**src/rtl/clock_stop_ctrl_pkg.sv**
```systemverilog
// Shared constants for the clock stop/start controller.
// Defines state encodings, default delays and the stop-event counter width.
package clock_stop_ctrl_pkg;

  localparam logic [1:0] ST_RUN   = 2'd0;
  localparam logic [1:0] ST_DRAIN = 2'd1;
  localparam logic [1:0] ST_OFF   = 2'd2;
  localparam logic [1:0] ST_WAKE  = 2'd3;

  // 50 MHz source: 1 us drain, 1 s wake hold-off
  localparam int DEF_STOP_DLY  = 50;
  localparam int DEF_START_DLY = 50_000_000;
  localparam int DEF_CNT_W     = 26;

  localparam int STOP_CNT_W = 16;

endpackage

```
**src/rtl/clock_stop_ctrl_gate_cell.sv**
```systemverilog
// Glitch-free clock gate: enable captured on the falling edge so it
// only changes while the source clock is low, then ANDed with it.
module clk_gate_cell (
  input  logic clk,
  input  logic rst,
  input  logic en,
  output logic gclk
);

  logic gate_en_n;

  // enable retimed on negedge; async clear forces the output low at once
  always_ff @(negedge clk or posedge rst) begin
    if (rst) gate_en_n <= 1'b0;
    else     gate_en_n <= en;
  end

  assign gclk = clk & gate_en_n;

endmodule

```
**src/rtl/clock_stop_ctrl.sv**
```systemverilog
// Clock stop controller: drains then gates clk_out on stop_req, and
// holds it off for START_DLY cycles on release. Option: CLKSTOP_CNT_EN.
module clock_stop_ctrl
  import clock_stop_ctrl_pkg::*;
#(
  parameter int STOP_DLY  = DEF_STOP_DLY,
  parameter int START_DLY = DEF_START_DLY,
  parameter int CNT_W     = DEF_CNT_W
) (
  input  logic clk_in,
  input  logic rst,
  input  logic stop_req,
  output logic stop_ack,
  output logic clk_out,
  output logic clk_on
`ifdef CLKSTOP_CNT_EN
  ,
  output logic [STOP_CNT_W-1:0] stop_cnt
`endif
);

  localparam logic [CNT_W-1:0] STOP_LAST  = CNT_W'(STOP_DLY - 1);
  localparam logic [CNT_W-1:0] START_LAST = CNT_W'(START_DLY - 1);

  logic [1:0]       state, state_d;
  logic [CNT_W-1:0] cnt, cnt_d;
  logic             ack_d;
  logic             on_d;
`ifdef CLKSTOP_CNT_EN
  logic             stop_done;
`endif

  // next-state, counter and handshake decode
  always_comb begin
    state_d = state;
    cnt_d   = cnt;
    ack_d   = stop_ack;
    on_d    = clk_on;
`ifdef CLKSTOP_CNT_EN
    stop_done = 1'b0;
`endif
    unique case (state)
      ST_RUN: begin
        if (stop_req) begin
          state_d = ST_DRAIN;
          cnt_d   = '0;
        end
      end
      ST_DRAIN: begin
        if (!stop_req) begin
          state_d = ST_RUN;
          cnt_d   = '0;
        end else if (cnt == STOP_LAST) begin
          state_d = ST_OFF;
          cnt_d   = '0;
          ack_d   = 1'b1;
          on_d    = 1'b0;
`ifdef CLKSTOP_CNT_EN
          stop_done = 1'b1;
`endif
        end else begin
          cnt_d = cnt + 1'b1;
        end
      end
      ST_OFF: begin
        if (!stop_req) begin
          state_d = ST_WAKE;
          cnt_d   = '0;
        end
      end
      ST_WAKE: begin
        // a new request during wake drops straight back to OFF
        if (stop_req) begin
          state_d = ST_OFF;
          cnt_d   = '0;
        end else if (cnt == START_LAST) begin
          state_d = ST_RUN;
          cnt_d   = '0;
          ack_d   = 1'b0;
          on_d    = 1'b1;
        end else begin
          cnt_d = cnt + 1'b1;
        end
      end
      default: begin
        state_d = ST_WAKE;
        cnt_d   = '0;
      end
    endcase
  end

  // FSM, counter and status registers
  always_ff @(posedge clk_in or posedge rst) begin
    if (rst) begin
      state    <= ST_WAKE;
      cnt      <= '0;
      stop_ack <= 1'b1;
      clk_on   <= 1'b0;
    end else begin
      state    <= state_d;
      cnt      <= cnt_d;
      stop_ack <= ack_d;
      clk_on   <= on_d;
    end
  end

`ifdef CLKSTOP_CNT_EN
  // completed stop events, wrapping at the counter width
  always_ff @(posedge clk_in or posedge rst) begin
    if (rst)            stop_cnt <= '0;
    else if (stop_done) stop_cnt <= stop_cnt + 1'b1;
  end
`endif

  clk_gate_cell u_gate (
    .clk  (clk_in),
    .rst  (rst),
    .en   (clk_on),
    .gclk (clk_out)
  );

endmodule
```
**config.mk**
```make
export PLATFORM = sky130hd
export DESIGN_NAME = clock_stop_ctrl
export DESIGN_NICKNAME = d
export VERILOG_FILES = /design/src/rtl/clock_stop_ctrl_pkg.sv /design/src/rtl/clock_stop_ctrl_gate_cell.sv /design/src/rtl/clock_stop_ctrl.sv
export SDC_FILE = /design/constraint.sdc
export NUM_CORES = 1
export LEC_CHECK = 0
export ABC_AREA = 1
export BUFFER_PORTS_ARGS = -buffer_cell sky130_fd_sc_hd__buf_2
export CORE_UTILIZATION = 35
export DETAILED_ROUTE_END_ITERATION = 10
export HOLD_SLACK_MARGIN = 0.02
export PLACE_DENSITY_LB_ADDON = 0.12
export SLEW_MARGIN = 30
export SYNTH_ARGS = -nofsm -noshare
export SYNTH_HDL_FRONTEND = slang
export SYNTH_HIERARCHICAL = 1
export SYNTH_SLANG_ARGS = --single-unit
```
**constraint.sdc**
```tcl
create_clock -name clk_in -period 1.4 [get_ports clk_in]
set_input_delay 0.14 -clock clk_in [delete_from_list [all_inputs] [get_ports clk_in]]
set_output_delay 0.14 -clock clk_in [all_outputs]
set_load 0.05 [all_outputs]
```
==> impl_metrics.sql <==
INSERT INTO impl_metrics (metric_group, metric, value, unit) VALUES
('status', 'run_status', 'complete, but fails checks', ''),
('status', 'failing_checks', 'setup timing', ''),
('setup_path', 'worst_setup_path_startpoint', 'u_gate/gate_en_n', ''),
('setup_path', 'crit_path_cell_trace', 'nand2_2 > clkinvlp_4 > buf_8', ''),
('cells_and_area', 'fillers', '525', ''),
('floorplanning', 'initial_core_util', '0.366', ''),
('route', 'first_iter_violations', '93', ''),
('setup_path', 'worst-endpoint-required', '1.26', 'ns'),
('global_routing', 'vias_in_the_first_global_route', '2257', ''),
('floorplanning', 'core-area', '0.00557', 'mm2'),
('synthesis', 'synth_adder_area_share', '0.0123', ''),
('route', 'routed_via_density', '4.83', ''),
('placement', 'dp_hpwl', '4.56', 'mm'),
('placement', 'gp_routability_congestion', '0.901', ''),
('synthesis', 'synth_seq_cells', '31', ''),
('cells_and_area', 'multi_input_area', '0.00137', 'mm2'),
('timing', 'clock_skew', '0.0165', 'ns'),
('setup_path', 'worst_setup_path_start_kind', 'flip-flop', ''),
('setup_path', 'reg2reg_to', 'cnt[2]', ''),
('synthesis', 'dominantRegCellSynth', 'sky130_fd_sc_hd__dfrtp_1', ''),
('synthesis', 'area_leader_netlist', 'sky130_fd_sc_hd__dfrtp_1', ''),
('timing', 'slew-limit-headroom', '0.763', ''),
('power', 'totalPowerFinal', '3.21', 'mW'),
('route', 'wl', '7.10', 'mm'),
('synthesis', 'synth_area', '0.00204', 'mm2'),
('setup_path', 'r2r.worst_path.cells', '12', ''),
('route', 'vias', '2285', ''),
('floorplanning', 'vertical_extent_of_the_die', '78.4', 'um'),
('power', 'max-vdd-ir-drop', '607', 'uV'),
('timing', 'setup_slack', '-0.529', 'ns'),
('setup_path', 'crit-reg2reg-launch', 'cnt[0]', ''),
('synthesis', 'synthDistinctLibCells', '30', ''),
('power', 'p_clk_frac', '0.311', ''),
('worst_hold_path', 'hp-class', 'input port to asynchronous set/reset pin', ''),
('synthesis', 'yosys-top-cells-area', 'sky130_fd_sc_hd__dfrtp_1 33%, sky130_fd_sc_hd__nand2_1 15%, sky130_fd_sc_hd__inv_1 7.9%', ''),
('clocking', 'worstSkewPairLatency', '0.42', 'ns'),
('timing', 'final_max_slew_viol_count', '0', ''),
('setup_path', 'crit_fanout', '1', ''),
('placement', 'post-place-ws', '-0.266', 'ns'),
('route', 'final_antenna_net_count', '0', ''),
('placement', 'port_buffers', '5', ''),
('timing', 'tightestPinTransition', '0.353', 'ns'),
('floorplanning', 'pin_count', '6', ''),
('synthesis', 'synth.avg_cell_area', '6.90', 'um2'),
('global_routing', 'grt_util_all_layers', '0.244', ''),
('synthesis', 'synth_edf_count', '0', ''),
('cells_and_area', 'ff_latch_area', '781', 'um2'),
('cells_and_area', 'final_layout_size_suffix_gt1_frac', '0.451', ''),
('cells_and_area', 'syn_to_final_growth', '66.5', '%'),
('route', 'remaining_drc_errors', '0', ''),
('setup_path', 'cp_slowest_cell', 'sky130_fd_sc_hd__dfrtn_1', ''),
('route', 'wl_per_cell', '15.0', 'um'),
('setup_path', 'setup.worst_path.class', 'flip-flop to output port', ''),
('synthesis', 'synth_common_cells', '80 x sky130_fd_sc_hd__nand2_1, 43 x sky130_fd_sc_hd__inv_1, 36 x sky130_fd_sc_hd__nor2_1', ''),
('global_routing', 'grt_start_max_net_pins', '21', ''),
('floorplanning', 'placementRows', '27', ''),
('clocking', 'tritoncts_clock_tree', 'done', ''),
('timing', 'setup_violations', '32', ''),
('global_routing', 'antenna_found_initial', '0', ''),
('synthesis', 'synthDominantCellAreaShare', '0.331', ''),
('power', 'powerDensity', '945', 'mW/mm2'),
('power', 'seq_power_share', '0.308', ''),
('setup_path', 'crit_path_end_kind', 'output port', ''),
('global_routing', 'grt_pass1_wl', '11.0', 'mm'),
('synthesis', 'synth_simple_gate_area_share', '0.352', ''),
('cells_and_area', 'antenna_cells_inserted', '0', ''),
('route', 'drt_pre_antenna_iters', '4', ''),
('floorplanning', 'floorplan.die_area', '0.00614', 'mm2'),
('run', 'timing.max_cap.violations', '0', ''),
('synthesis', 'yosysSeqAreaShare', '0.382', ''),
('power', 'internal_power', '2.09', 'mW');
[logic make-up after synthesis]
logic type                 count (synthesis)
AOI/OAI and AO/OA                         35
xor gates and xnor gates                  12
adders and majority gates                  2
buffers and inverters                     52
DFF                                       31
and+or+nand+nor                          164
[sequential cells by signal, summed over array words and instances (netlist names), named ones only]
signal / cells
u_gate/gate_en_n: 1
stop_ack: 1
state: 1
clk_on: 1
cnt: 26
[layout by cell type, fill, tap and decap left out, drive strengths merged]
| cell | instances |
|---|---|
| dfstp | 3 |
| nand2 | 84 |
| nand3b | 1 |
| dfrtn | 1 |
| xor2 | 11 |
| nor3 | 8 |
| clkinvlp | 1 |
| nand4 | 6 |
| a21oi | 5 |
| buf | 96 |
| xnor2 | 1 |
| nor2 | 40 |
| dlygate4sd3 | 2 |
| inv | 45 |
| ha | 2 |
| o31ai | 1 |
| or2 | 2 |
| o21ai | 16 |
| o22ai | 12 |
| clkbuf | 10 |
| nand3 | 23 |
| o211ai | 1 |
| dfrtp | 27 |
| clkinv | 3 |
[critical path, delay by kind of cell (launching register included)]
family / cells / cell delay [ns]
simple gates: 1 / 0.06
buf+inv: 2 / 0.21
flops: 1 / 0.40
[metrics by stage]
stage	area [um2]	cells	hold slack [ns]	util	TNS, ns
final	3400	473	0.322	0.610	-10.24
after global routing	3400	473	0.350	0.610	-13.00
after CTS	3190	472	0.290	0.571	-7.60
after detailed placement	2740	448	0.162	0.492	-6.19
after global placement	2740	448	0.161	0.492	-5.90
after floorplan	2060	296	0.229	-	-1.02
[worst min-delay path by stage]
stage               start  endpoint
finish                rst    clk_on
detailed placement    rst    clk_on
global route          rst    clk_on
CTS                   rst    clk_on
floorplan             rst    cnt[0]
global placement      rst    clk_on
[power groups by stage]
stage | logic, mW | registers [mW] | clock network, mW
after floorplan | 0.364 | 1.01 | 0.00225
after global placement | 0.626 | 1.00 | 0.00258
after detailed placement | 0.623 | 1.00 | 0.00258
after CTS | 0.958 | 0.986 | 1.02
after global routing | 1.31 | 0.993 | 1.05
final | 1.22 | 0.989 | 0.997
[timing repair]
action | 4_1_cts | 5_1_grt
endpoints found under the setup margin | 32 | 32
hold endpoints to repair | 30 | 0
pin swaps | 12 | 18
resized for setup | 52 | 44
buffers inserted | 12 | 4
hold buffers | 2 | 0
gates cloned | 2 | 0
[cell type report]
cell class                 count  area share
clock buffer                  11      0.0420
clock inverter                 2     0.00368
inverter                      46      0.0545
multi-input combinational    213       0.404
sequential                    31       0.230
tap                           72      0.0265
timing repair buffer          97       0.235
timing repair inverter         1     0.00478
[layer usage]
layer,up-vias,GRT usage,wire (um)
li1,1153,-,-
met4,0,0.0926,97
met5,-,0,0
met1,1083,0.309,3240
met2,38,0.402,3510
met3,11,0.0581,246
Note: power is estimated with default switching activity, not from simulation.
